## src/rtl/ring_noc_pkg.sv

```systemverilog
// Shared ring NoC definitions: packet field offsets, route codes, scheduler state.
package ring_noc_pkg;

   localparam int unsigned VALID_BIT = 48;
   localparam int unsigned TS_MSB    = 47;
   localparam int unsigned TS_LSB    = 32;

   localparam logic [1:0] DIR_LOCAL = 2'b00;
   localparam logic [1:0] DIR_EAST  = 2'b01;
   localparam logic [1:0] DIR_WEST  = 2'b10;

   typedef enum logic {
      NORMAL = 1'b0,
      BOOST  = 1'b1
   } sched_state_t;

   // Packet age in cycles; modular so it stays correct across the 16-bit wrap.
   function automatic logic [15:0] slot_age(input logic [15:0] now, input logic [15:0] ts);
      return 16'(now - ts);
   endfunction

endpackage

```

## src/rtl/oldest_slot_picker.sv

```systemverilog
// Picks one eligible slot from a requester buffer: oldest first when
// RING_SCHED_AGE_EN is defined, otherwise lowest eligible index.
module oldest_slot_picker
   import ring_noc_pkg::*;
#(
   parameter logic [1:0]  OUT_PORT    = DIR_EAST,
   parameter int unsigned PACKET_SIZE = 49,
   parameter int unsigned BUFFER_SIZE = 4,
   parameter int unsigned PTR_LEN     = $clog2(BUFFER_SIZE)
) (
   input  logic [BUFFER_SIZE*PACKET_SIZE-1:0] i_buf,
   input  logic [BUFFER_SIZE*2-1:0]           i_route,
   input  logic [BUFFER_SIZE-1:0]             i_mask,
   input  logic [15:0]                        i_clk_counter,
   output logic                               o_found,
   output logic [PTR_LEN-1:0]                 o_idx,
   output logic [PACKET_SIZE-1:0]             o_packet
);

`ifndef RING_SCHED_AGE_EN
   logic w_unused_clk_counter;
   assign w_unused_clk_counter = ^i_clk_counter;
`endif

   // Strict compare keeps ties on the lower index.
   always_comb begin : pick
      logic [PACKET_SIZE-1:0] v_pkt;
      logic                   v_elig;
`ifdef RING_SCHED_AGE_EN
      logic [15:0]            v_age;
      logic [15:0]            v_best;
`endif
      o_found  = 1'b0;
      o_idx    = '0;
      o_packet = '0;
      v_pkt    = '0;
      v_elig   = 1'b0;
`ifdef RING_SCHED_AGE_EN
      v_age    = '0;
      v_best   = '0;
`endif
      for (int i = 0; i < BUFFER_SIZE; i++) begin
         v_pkt  = i_buf[i*PACKET_SIZE +: PACKET_SIZE];
         v_elig = v_pkt[VALID_BIT] && (i_route[2*i +: 2] == OUT_PORT) && !i_mask[i];
`ifdef RING_SCHED_AGE_EN
         v_age = slot_age(i_clk_counter, v_pkt[TS_MSB:TS_LSB]);
         if (v_elig && (!o_found || (v_age > v_best))) begin
            o_found  = 1'b1;
            o_idx    = PTR_LEN'(i);
            o_packet = v_pkt;
            v_best   = v_age;
         end
`else
         if (v_elig && !o_found) begin
            o_found  = 1'b1;
            o_idx    = PTR_LEN'(i);
            o_packet = v_pkt;
         end
`endif
      end
   end

endmodule

```

## src/rtl/ring_port_scheduler.sv

```systemverilog
// Output-port scheduler: transit (hi) vs local injection (lo) with starvation boost.
// Selection policy inside each buffer is set by RING_SCHED_AGE_EN.
module ring_port_scheduler
   import ring_noc_pkg::*;
#(
   parameter logic [1:0]  OUT_PORT     = DIR_EAST,
   parameter int unsigned PACKET_SIZE  = 49,
   parameter int unsigned BUFFER_SIZE  = 4,
   parameter int unsigned PTR_LEN      = $clog2(BUFFER_SIZE),
   parameter int unsigned STARVE_LIMIT = 8
) (
   input  logic                               clk,
   input  logic                               rst_n,
   input  logic [15:0]                        clk_counter,
   input  logic                               backpressure,
   input  logic [BUFFER_SIZE*PACKET_SIZE-1:0] hi_buf,
   input  logic [BUFFER_SIZE*2-1:0]           hi_route,
   input  logic [BUFFER_SIZE*PACKET_SIZE-1:0] lo_buf,
   input  logic [BUFFER_SIZE*2-1:0]           lo_route,
   output logic [PACKET_SIZE-1:0]             out_packet,
   output logic                               grant_valid,
   output logic [PTR_LEN-1:0]                 grant_pos,
   output logic                               grant_in_high,
   output logic                               boost_active
);

   localparam int unsigned LW = (STARVE_LIMIT > 0) ? $clog2(STARVE_LIMIT + 1) : 1;

   sched_state_t           r_state;
   logic [LW-1:0]          r_lo_wait;
   logic [PACKET_SIZE-1:0] r_out_packet;
   logic                   r_grant_valid;
   logic [PTR_LEN-1:0]     r_grant_pos;
   logic                   r_grant_in_high;
   logic                   r_boost_active;

   logic [BUFFER_SIZE-1:0] w_hi_mask, w_lo_mask;
   logic                   w_hi_found, w_lo_found;
   logic [PTR_LEN-1:0]     w_hi_idx, w_lo_idx;
   logic [PACKET_SIZE-1:0] w_hi_pkt, w_lo_pkt;
   logic                   w_grant, w_sel_hi, w_lo_grant;
   logic [LW-1:0]          w_lo_wait_nxt;

   // Last cycle's winner is still in its buffer until the router clears it.
   assign w_hi_mask = (r_grant_valid &&  r_grant_in_high) ? (BUFFER_SIZE'(1) << r_grant_pos) : '0;
   assign w_lo_mask = (r_grant_valid && !r_grant_in_high) ? (BUFFER_SIZE'(1) << r_grant_pos) : '0;

   oldest_slot_picker #(
      .OUT_PORT(OUT_PORT), .PACKET_SIZE(PACKET_SIZE),
      .BUFFER_SIZE(BUFFER_SIZE), .PTR_LEN(PTR_LEN)
   ) u_hi_pick (
      .i_buf(hi_buf), .i_route(hi_route), .i_mask(w_hi_mask), .i_clk_counter(clk_counter),
      .o_found(w_hi_found), .o_idx(w_hi_idx), .o_packet(w_hi_pkt)
   );

   oldest_slot_picker #(
      .OUT_PORT(OUT_PORT), .PACKET_SIZE(PACKET_SIZE),
      .BUFFER_SIZE(BUFFER_SIZE), .PTR_LEN(PTR_LEN)
   ) u_lo_pick (
      .i_buf(lo_buf), .i_route(lo_route), .i_mask(w_lo_mask), .i_clk_counter(clk_counter),
      .o_found(w_lo_found), .o_idx(w_lo_idx), .o_packet(w_lo_pkt)
   );

   assign w_grant    = w_hi_found || w_lo_found;
   assign w_sel_hi   = (r_state == NORMAL) ? w_hi_found : !w_lo_found;
   assign w_lo_grant = w_grant && !w_sel_hi;

   // Starvation counter, saturating at the boost threshold.
   always_comb begin
      w_lo_wait_nxt = r_lo_wait;
      if (!w_lo_found || w_lo_grant) begin
         w_lo_wait_nxt = '0;
      end else if (r_lo_wait != LW'(STARVE_LIMIT)) begin
         w_lo_wait_nxt = r_lo_wait + LW'(1);
      end
   end

   always_ff @(posedge clk or negedge rst_n) begin
      if (!rst_n) begin
         r_state         <= NORMAL;
         r_lo_wait       <= '0;
         r_out_packet    <= '0;
         r_grant_valid   <= 1'b0;
         r_grant_pos     <= '0;
         r_grant_in_high <= 1'b0;
         r_boost_active  <= 1'b0;
      end else if (backpressure) begin
         r_out_packet  <= '0;
         r_grant_valid <= 1'b0;
      end else begin
         if (w_grant) begin
            r_out_packet    <= w_sel_hi ? w_hi_pkt : w_lo_pkt;
            r_grant_valid   <= 1'b1;
            r_grant_pos     <= w_sel_hi ? w_hi_idx : w_lo_idx;
            r_grant_in_high <= w_sel_hi;
         end else begin
            r_out_packet  <= '0;
            r_grant_valid <= 1'b0;
         end
         r_lo_wait <= w_lo_wait_nxt;
         case (r_state)
            NORMAL: begin
               if ((STARVE_LIMIT > 0) && (w_lo_wait_nxt == LW'(STARVE_LIMIT))) begin
                  r_state        <= BOOST;
                  r_boost_active <= 1'b1;
               end
            end
            BOOST: begin
               if (w_lo_grant || !w_lo_found) begin
                  r_state        <= NORMAL;
                  r_boost_active <= 1'b0;
               end
            end
            default: begin
               r_state        <= NORMAL;
               r_boost_active <= 1'b0;
            end
         endcase
      end
   end

   assign out_packet    = r_out_packet;
   assign grant_valid   = r_grant_valid;
   assign grant_pos     = r_grant_pos;
   assign grant_in_high = r_grant_in_high;
   assign boost_active  = r_boost_active;

endmodule

```

## config.mk

```make
export PLATFORM = sky130hd
export DESIGN_NAME = ring_port_scheduler
export DESIGN_NICKNAME = d
export VERILOG_FILES = /design/src/rtl/ring_noc_pkg.sv /design/src/rtl/oldest_slot_picker.sv /design/src/rtl/ring_port_scheduler.sv
export SDC_FILE = /design/constraint.sdc
export NUM_CORES = 1
export LEC_CHECK = 0
export ABC_AREA = 1
export ABC_CLOCK_PERIOD_IN_PS = 6110
export CAP_MARGIN = 25
export CORE_AREA = 8 8 180 182
export DETAILED_ROUTE_END_ITERATION = 7
export DIE_AREA = 0 0 188 190
export SYNTH_ARGS = -nofsm -noshare
export SYNTH_HDL_FRONTEND = slang
export SYNTH_HIERARCHICAL = 1
export SYNTH_SLANG_ARGS = --single-unit
```

## constraint.sdc

```tcl
create_clock -name clk -period 6.11 [get_ports clk]
set_clock_uncertainty 0.2 [all_clocks]
set_input_delay 0.611 -clock clk [delete_from_list [all_inputs] [get_ports clk]]
set_output_delay 0.611 -clock clk [all_outputs]
set_load 0.01 [all_outputs]
```

* Word-level counts from Yosys, hierarchy flattened *
Cells that the tools add are included.

cells by class
  shifts and indexed selects = 1
  bitwise operators = 2
  $add $sub $neg = 1
  muxes and demuxes = 39
  eq/ne operators = 12
  reduce and logical (&&, ||, !) cells = 46

operators with widths
  operator                                                number
  two-way mux 49 bit                                      11
  logical AND 1 bit                                       25
  logical NOT 1 bit                                       17
  two-way mux 1 bit                                       17
  equality test 2 x 1 -> 1 bit (second input constant)    8
  two-way mux 4 bit                                       4
  two-way mux 2 bit                                       5
  adder 4 x 1 -> 4 bit (second input constant)            1
  equality test 4 bit (second input constant)             1
  inequality test 2 x 1 -> 1 bit (second input constant)  2
  inequality test 4 bit (second input constant)           1
  one-hot mux 1 bit (2 select lines)                      2
  left shift 1 x 2 -> 4 bit (first input constant)        1
  AND reduction 3 bit                                     1
  logical OR 1 bit                                        2
  NOT 1 bit                                               2
  AND reduction 2 bit                                     1

word-level totals
  logic and storage cells = 108
  register bits after elaboration = 59
  output and inout port bits = 54
  input port bits = 427

* Longest topological paths before layout *
Gate-level depths: netlist of run 1.

  word-level depth = 24
  depth in mapped cells = 15
  depth with buffers taken out = 14

* By module *
Netlist of run 1, hierarchy kept.

modules (own cells, without submodules)
  module               area each (um2)  cells an instance  sequential area each (um2)  times used
  oldest_slot_picker   1980.6           442                0.0                         2
  ring_port_scheduler  2548.7           289                1476.4                      1

* Worst setup path before layout of run 1 *
Ideal clock, no wire load.

  kind = register to register
  start = register r_grant_pos[0] (netlist: grant_pos[0])
  end = register r_out_packet[29] (netlist: out_packet[29])
  clock period less this slack = 2.361 ns
  required time = 5.790 ns
  path buffers = 2
  data arrival time = 2.041 ns
  cell stages (with the launch flop) = 14
  path slack = 3.749 ns
  setup time = 0.120 ns
  cells stage by stage = dfrtp_1 -> inv_1 -> nor3_1 -> nor2_1 -> nand2_1 -> nand2_1 -> nor2_4 -> buf_2 -> nand2_1 -> o21ai_2 -> inv_2 -> buf_6 -> nor2_1 -> nor2_1

on the way
  elaborated cells on any way between the ends = 53
  those cells by class = 1 x shift; 22 x mux; 30 x reduce/logical

RTL lines
  what                           line                       source
  from (decl)                    ring_port_scheduler.sv:33  logic [PTR_LEN-1:0] r_grant_pos;
  from (signal assigned)         ring_port_scheduler.sv:94  r_grant_pos <= w_sel_hi ? w_hi_idx : w_lo_idx;
  left shift 1 x 2 -> 4 bit (*)  ring_port_scheduler.sv:45  assign w_hi_mask = (r_grant_valid && r_grant_in_high) ? (BUFFER_SIZE'(1) << r_grant_pos) : '0;
  two-way mux 4 bit (*)          ring_port_scheduler.sv:45
  net w_hi_mask[1]               ring_port_scheduler.sv:37  logic [BUFFER_SIZE-1:0] w_hi_mask, w_lo_mask;
  logical NOT 1 bit (*)          oldest_slot_picker.sv:44   v_elig = v_pkt[VALID_BIT] && (i_route[2*i +: 2] == OUT_PORT) && !i_mask[i];
  logical AND 1 bit (*)          oldest_slot_picker.sv:44
  logical AND 1 bit (*)          oldest_slot_picker.sv:54   if (v_elig && !o_found) begin
  two-way mux 1 bit (*)          oldest_slot_picker.sv:54
  logical NOT 1 bit              oldest_slot_picker.sv:54
  [2 not listed]                 -
  logical NOT 1 bit              oldest_slot_picker.sv:54
  logical AND 1 bit              oldest_slot_picker.sv:54
  two-way mux 1 bit (*)          oldest_slot_picker.sv:54
  net w_hi_found                 ring_port_scheduler.sv:38  logic w_hi_found, w_lo_found;
  two-way mux 1 bit              ring_port_scheduler.sv:65  assign w_sel_hi = (r_state == NORMAL) ? w_hi_found : !w_lo_found;
  two-way mux 49 bit             ring_port_scheduler.sv:92  r_out_packet <= w_sel_hi ? w_hi_pkt : w_lo_pkt;
  two-way mux 49 bit (*)         ring_port_scheduler.sv:91  if (w_grant) begin
  two-way mux 49 bit (*)         ring_port_scheduler.sv:87  end else if (backpressure) begin
  to (signal assigned)           ring_port_scheduler.sv:92
  to (decl)                      ring_port_scheduler.sv:31  logic [PACKET_SIZE-1:0] r_out_packet;

The timed path passes the listed nets; every way through them passes the cells marked *.
A chain may end at the register's enable or synchronous reset.

* Worst setup path after layout of run 1 *
  start = register r_grant_pos[1] (netlist: grant_pos[1])
  end = register r_out_packet[13] (netlist: out_packet[13])

on the way
  elaborated cells on any way between the ends = 53
  those cells by class = 1 x shift; 22 x mux; 30 x reduce/logical

RTL lines
  what                           line
  left shift 1 x 2 -> 4 bit (*)  ring_port_scheduler.sv:45
  two-way mux 4 bit (*)          ring_port_scheduler.sv:45
  net w_hi_mask[0]               ring_port_scheduler.sv:37
  logical NOT 1 bit (*)          oldest_slot_picker.sv:44
  logical AND 1 bit (*)          oldest_slot_picker.sv:44
  two-way mux 1 bit (*)          oldest_slot_picker.sv:54
  logical NOT 1 bit              oldest_slot_picker.sv:54
  logical AND 1 bit              oldest_slot_picker.sv:54
  [4 not listed]                 -
  logical NOT 1 bit              oldest_slot_picker.sv:54
  logical AND 1 bit              oldest_slot_picker.sv:54
  two-way mux 1 bit (*)          oldest_slot_picker.sv:54
  net w_hi_found                 ring_port_scheduler.sv:38
  two-way mux 1 bit              ring_port_scheduler.sv:65
  two-way mux 49 bit             ring_port_scheduler.sv:92
  two-way mux 49 bit (*)         ring_port_scheduler.sv:91
  two-way mux 49 bit (*)         ring_port_scheduler.sv:87

Marked as above.

==> impl_metrics.toml, run 1 <==
[clocking]
root_buffer = "clkbuf_16"
ctsHtreeMaxLevel = 3
cts_tree = "done"
clock-sinks = 59
clk_latency_ns = 0.34
clk_pin_slew_worst_paths_ns = 0.06
cts_setup_buffers = 0
cts_buffers = 9
cts_hold_buf = 0
cts_resized = 0
max-clock-path-buffers = 2

[synthesis]
syn_area_um2 = 6510
synthAdderAreaFrac_pct = 0.3844
yosys.area_share.simple_pct = 56.39
synth.area.mux_share_pct = 0
synth_nets = 1602
synth.most_common_cell = "nand2_1"
ys_warn_count = 6
synth_xor_area_share_pct = 0
synth_compound_area_share_pct = 5.132
yosysTopAreaCell = "dfrtp_1"
ys.flop_type = "dfrtp_1"
ys_seq_area_share_pct = 22.68
synth_top_family_by_area = "simple AND/OR/NAND/NOR gates"
synth-seq-cells = 59
synth-edff-count = 0
ys_top_cells_by_count = "nand2_1, nor2_1, nand3_1"
netlist.area_leader.share_pct = 22.68
ys_async_sr_fraction_pct = 100.0
syn_area_per_cell_um2 = 5.550
synth.area.top_cells = "dfrtp_1, nand2_1, nor2_1"
postSynthCellCount = 1173
ys_types = 23

[power]
p_per_area_nw_per_um2 = 149.8
ir_worst_vdd_mv = 0.1148
leakage_nw = 5.656
total_power_mw = 1.736

[placed_design]
numPortBuffers = 464
hpwl_um = 28930
gp_congestion = 0.8668
post-place-ws_ns = 1.965
place_area_um2 = 11300
place_inst = 1967

[floorplanning]
rows = 63
start_util_pct = 22.14
die_h_um = 190
ios = 481
core_region_area_um2 = 29400
die_width_um = 188
die-area_um2 = 35720

[routing]
antenna_left = 0
drc = 0
first_pass_iters = 4
wl_um = 37730
drt_iter0_markers = 551
avgViaCountPerCell = 4.495
num_vias = 8913
wire_per_inst_um = 19.02

[hold_path]
worstHoldPathType = "in2async"

[timing]
slew_headroom_pct = 41.82
setup_tns_ns = 0
min_period_over_period_pct = 65.81
holdWs_ns = 0.1826
finalCriticalPeriod_ns = 4.021
hold_viol = 0
timing.final.ws_setup_ns = 2.089
rsz0062_at_grt = "false"
slew_viol_final = 0
fmax_mhz = 248.7
setup_viol = 0
tightest_slew_ns = 0.8727

[global_routing]
grt_start_max_net_pins = 60
grt-ovfl-total = 0
antenna_found_initial = 3
grt_use_total_pct = 20.24
grt_pass1_vias = 8932
grt_pass1_wl_um = 55320

[finish]
final_cell_count_no_fill = 1983
nets = 2017
drive_gt1_share_pct = 5.901
synthToLayoutAreaGrowth_pct = 78.09
postLayoutCellArea_um2 = 11590
n_antenna_cell = 0
fin_util_pct = 39.43

[worst_setup_path]
critical_path.startpoint_type = "register"
reg2reg_slack_ns = 2.09
rr_worst_depth = 11
path_max_fanout = 51
worstSetupEndpointType = "register"
cp.arrival_ns = 4.09
worstSetupPathType = "reg2reg"
required_ns = 6.18

[run]
cap_violations = 0

[outcome]
run_status = "finished, final reports clean"
## final timing paths
check	start	to
setup / recovery	grant_pos[1]	out_packet[13]
hold / removal	rst_n	out_packet[3]
max in group asynchronous	rst_n	out_packet[31]
hold reg to reg	boost_active	boost_active
min in group clk	boost_active	boost_active
setup reg to reg	grant_pos[1]	out_packet[13]
## power by group
part	switching, mW	leakage [nW]	internal [mW]	total (mW)
clock network	0.217	0.134	0.298	0.515
logic	0.376	4.72	0.398	0.774
registers	0.0189	0.798	0.428	0.447
total	0.613	5.66	1.12	1.74
## worst max-delay path: stages, from the launching register on
cell and delay [ns]:
dfrtp_1 0.46, nor3_1 0.58, nor2_2 0.10, nand2_4 0.43, nand2_1 0.17, nor2_4 0.12
buf_4 0.51, nand2_1 0.28, o21ai_4 0.21, buf_4 0.51, o21ai_0 0.21, nor2_1 0.13
## cell usage in the layout, fill, tap and decap left out, drive strengths merged
master / synthesis / routed
a31oi: 1 / 1
clkinv: 0 / 1
clkinvlp: 0 / 3
ha: 2 / 2
nand4: 1 / 1
buf: 67 / 17
dfrtp: 59 / 59
inv: 122 / 123
nand2: 331 / 331
o21ai: 61 / 61
nand3: 201 / 201
nor3: 10 / 10
clkdlybuf4s50: 0 / 463
o22ai: 3 / 3
clkbuf: 9 / 11
nor2: 306 / 306
## logic make-up (layout without fill, tap and decap cells)
family / Yosys count / after routing
and+or+nand+nor: 849 / 849
AOI/OAI and AO/OA: 65 / 65
adders and majority gates: 2 / 2
buffers and inverters: 198 / 618
DFF: 59 / 59
## registers in the layout, summed over array words and instances (netlist names)
signal	flops
out_packet	49
r_lo_wait	4
grant_pos	2
boost_active	1
grant_in_high	1
grant_valid	1
r_state	1
## metal layers
metal  vias to the layer above  share of wire (%)  GRT usage [%]
met1                      4061                 41          24.29
met5                         -              0.066              0
li1                       4446                  -              -
met4                         4                2.2          5.727
met3                        47                7.5          5.200
met2                       355                 49          35.23
## area by class of cell
| class | instances | area (um^2) |
|---|---|---|
| clock buffers | 11 | 252.7 |
| clock inverters | 5 | 36.28 |
| fillers | 3143 | 17810 |
| inverters | 122 | 457.9 |
| multi-input cells | 916 | 4070 |
| flip-flops and latches | 59 | 1476 |
| well taps | 390 | 488.0 |
| repair buffers | 480 | 4812 |
(Power assumes the default switching activity.)
==> run 2: changes to the inputs <==
--- a/config.mk
+++ b/config.mk
@@ -6,11 +6,11 @@
 export NUM_CORES = 1
 export LEC_CHECK = 0
 export ABC_AREA = 1
-export ABC_CLOCK_PERIOD_IN_PS = 6110
+export ABC_CLOCK_PERIOD_IN_PS = 4100
 export CAP_MARGIN = 25
-export CORE_AREA = 8 8 180 182
+export CORE_AREA = 8 8 182 184
 export DETAILED_ROUTE_END_ITERATION = 7
-export DIE_AREA = 0 0 188 190
+export DIE_AREA = 0 0 190 192
 export SYNTH_ARGS = -nofsm -noshare
 export SYNTH_HDL_FRONTEND = slang
 export SYNTH_HIERARCHICAL = 1
==> constraint.sdc (replaced) <==
create_clock -name clk -period 4.1 [get_ports clk]
set_clock_uncertainty 0.2 [all_clocks]
set_input_delay 0.41 -clock clk [delete_from_list [all_inputs] [get_ports clk]]
set_output_delay 0.41 -clock clk [all_outputs]
set_load 0.01 [all_outputs]
==> run 2 against run 1 <==
The flow now finishes with violations (negative hold slack). Cell area is 0.57% higher. Clock power is 49% higher. Sequential power is 49% higher. Via count is 1.1% lower. Cell count is 0.61% higher. Hold slack worse by 0.20 ns. First-iteration DRC count is 5.4% higher. Maximum frequency is 18% higher. Highest routed layer unchanged.
==> impl_metrics.toml, run 2 (synthesis gave the netlist of run 1 again) <==
[timing]
fmax_mhz = 292.7
slew_viol_final = 0
slew_headroom_pct = 43.11
tightest_slew_ns = 0.8533
setup_tns_ns = 0
hold_viol = 6
finalCriticalPeriod_ns = 3.416
rsz0062_at_grt = "false"
min_period_over_period_pct = 83.33
setup_viol = 0
holdWs_ns = -0.02055

[worst_setup_path]
slowest_delay_ns = 0.46
critPathSlowestCell = "nor2_4"
worstSetupPathType = "reg2reg"
worstSetupEndpointType = "register"
cp_top_family = "simple AND/OR/NAND/NOR gates"
cp_cell_sequence = "nand2_1 > nor3_1 > nor2_2 > nand2_4 > nand2_1 > nor2_4 > nand2_1 > nand2_1 > nor2_1 > nor2_4 > buf_4 > o21ai_0 > nor2_1"
critical_path.startpoint_type = "register"
path_max_fanout = 28
path_common_cell = "nand2_1"
cp_num_buf_inv = 1
required_ns = 4.16
cp.arrival_ns = 3.48

[finish]
nets = 2022
final_cell_mix = "clkdlybuf4s50_1, nand2_1, nor2_1"
regArea_um2 = 1476
mostFrequentLayoutCell = "clkdlybuf4s50_1"
multi_input_area_um2 = 4070
largest_register_ffs = 49
nFillCells = 3290
drive_gt1_share_pct = 6.133
synthToLayoutAreaGrowth_pct = 79.11

[power]
leakage_nw = 5.695
p_per_area_nw_per_um2 = 222.8
ir_worst_vdd_mv = 0.1759

[routing]
drc = 0
wl_um = 38360
avgViaCountPerCell = 4.420
wire_per_inst_um = 19.23
first_pass_iters = 7
antenna_left = 0
num_vias = 8817
drt_iter0_markers = 581

[clocking]
clock-sinks = 59
clk_pin_slew_worst_paths_ns = 0.06
root_buffer = "clkbuf_16"
max-clock-path-buffers = 2
ctsHtreeMaxLevel = 3
cts_hold_buf = 0
cts_setup_buffers = 0
cts_tree = "done"
cts_buffers = 9
clk_latency_ns = 0.33
cts_resized = 0

[outcome]
violations = "negative hold slack"
run_status = "finished with violations"

[floorplanning]
ios = 481
die_width_um = 190
die_h_um = 192
start_util_pct = 21.56
core_region_area_um2 = 30190
rows = 64
die-area_um2 = 36480

[global_routing]
grt_pass1_wl_um = 55370
grt_pass1_vias = 9056
grt_start_max_net_pins = 60
grt-ovfl-total = 0
antenna_found_initial = 4
grt_use_total_pct = 20.04

[placed_design]
gp_congestion = 0.8981
hpwl_um = 30200
numPortBuffers = 464

[run]
cap_violations = 0

[hold_path]
worstHoldPathType = "in2async"
-- run 2: layer usage --
layer | track usage (%) | share of wire [%] | up-vias
met5 | 0 | 0.11 | -
met4 | 5.322 | 2.1 | 6
met3 | 5.628 | 8.0 | 43
met2 | 35.52 | 50 | 354
met1 | 23.33 | 40 | 3958
li1 | - | - | 4456
-- run 2: stage by stage --
stage | cells | utilization (%) | area [um^2] | setup WS, ns | total power, mW
after floorplan | 1173 | - | 6510 | 1.739 | 1.150
after global placement | 1977 | 37.57 | 11340 | 0.5567 | 1.838
after detailed placement | 1978 | 37.64 | 11360 | 0.5191 | 1.850
after CTS | 1994 | 38.61 | 11660 | 0.5830 | 2.652
after global routing | 1995 | 38.62 | 11660 | 0.3507 | 2.772
final | 1995 | 38.62 | 11660 | 0.6836 | 2.598
-- run 2: layout make-up --
class / instances / area share (%)
diodes: 1 / 0.02146
clock buffers: 11 / 2.082
clock inverters: 5 / 0.4507
inverters: 122 / 3.927
multi-input cells: 916 / 34.91
flip-flops and latches: 59 / 12.66
well taps: 396 / 4.249
repair buffers: 485 / 41.70
-- run 2: worst reg2reg max path: stages (launching register included) --
cell     delay [ns]
dfrtp_1        0.37
nand2_1        0.12
nor3_1         0.40
nor2_2         0.09
nand2_4        0.36
nand2_1        0.19
nor2_4         0.13
nand2_1        0.11
nand2_1        0.18
nor2_1         0.10
nor2_4         0.46
buf_4          0.37
o21ai_0        0.17
nor2_1         0.10
-- run 2: worst paths after layout --
kind                       cells after the start           from  slack [ns]        endpoint
setup reg to reg                              13  grant_in_high        0.68  out_packet[15]
hold / removal                                 1          rst_n       -0.02   out_packet[3]
hold reg to reg                                2   boost_active        0.36    boost_active
setup / recovery                              13  grant_in_high        0.68  out_packet[15]
min in group clk                               2   boost_active        0.36    boost_active
max in group asynchronous                      1          rst_n        3.15  out_packet[34]
-- run 2: power breakdown --
group	internal [mW]	leakage (nW)	switching (mW)
combinational	0.597	4.75	0.568
clock	0.484	0.145	0.285
sequential	0.638	0.798	0.0267
total	1.72	5.70	0.880
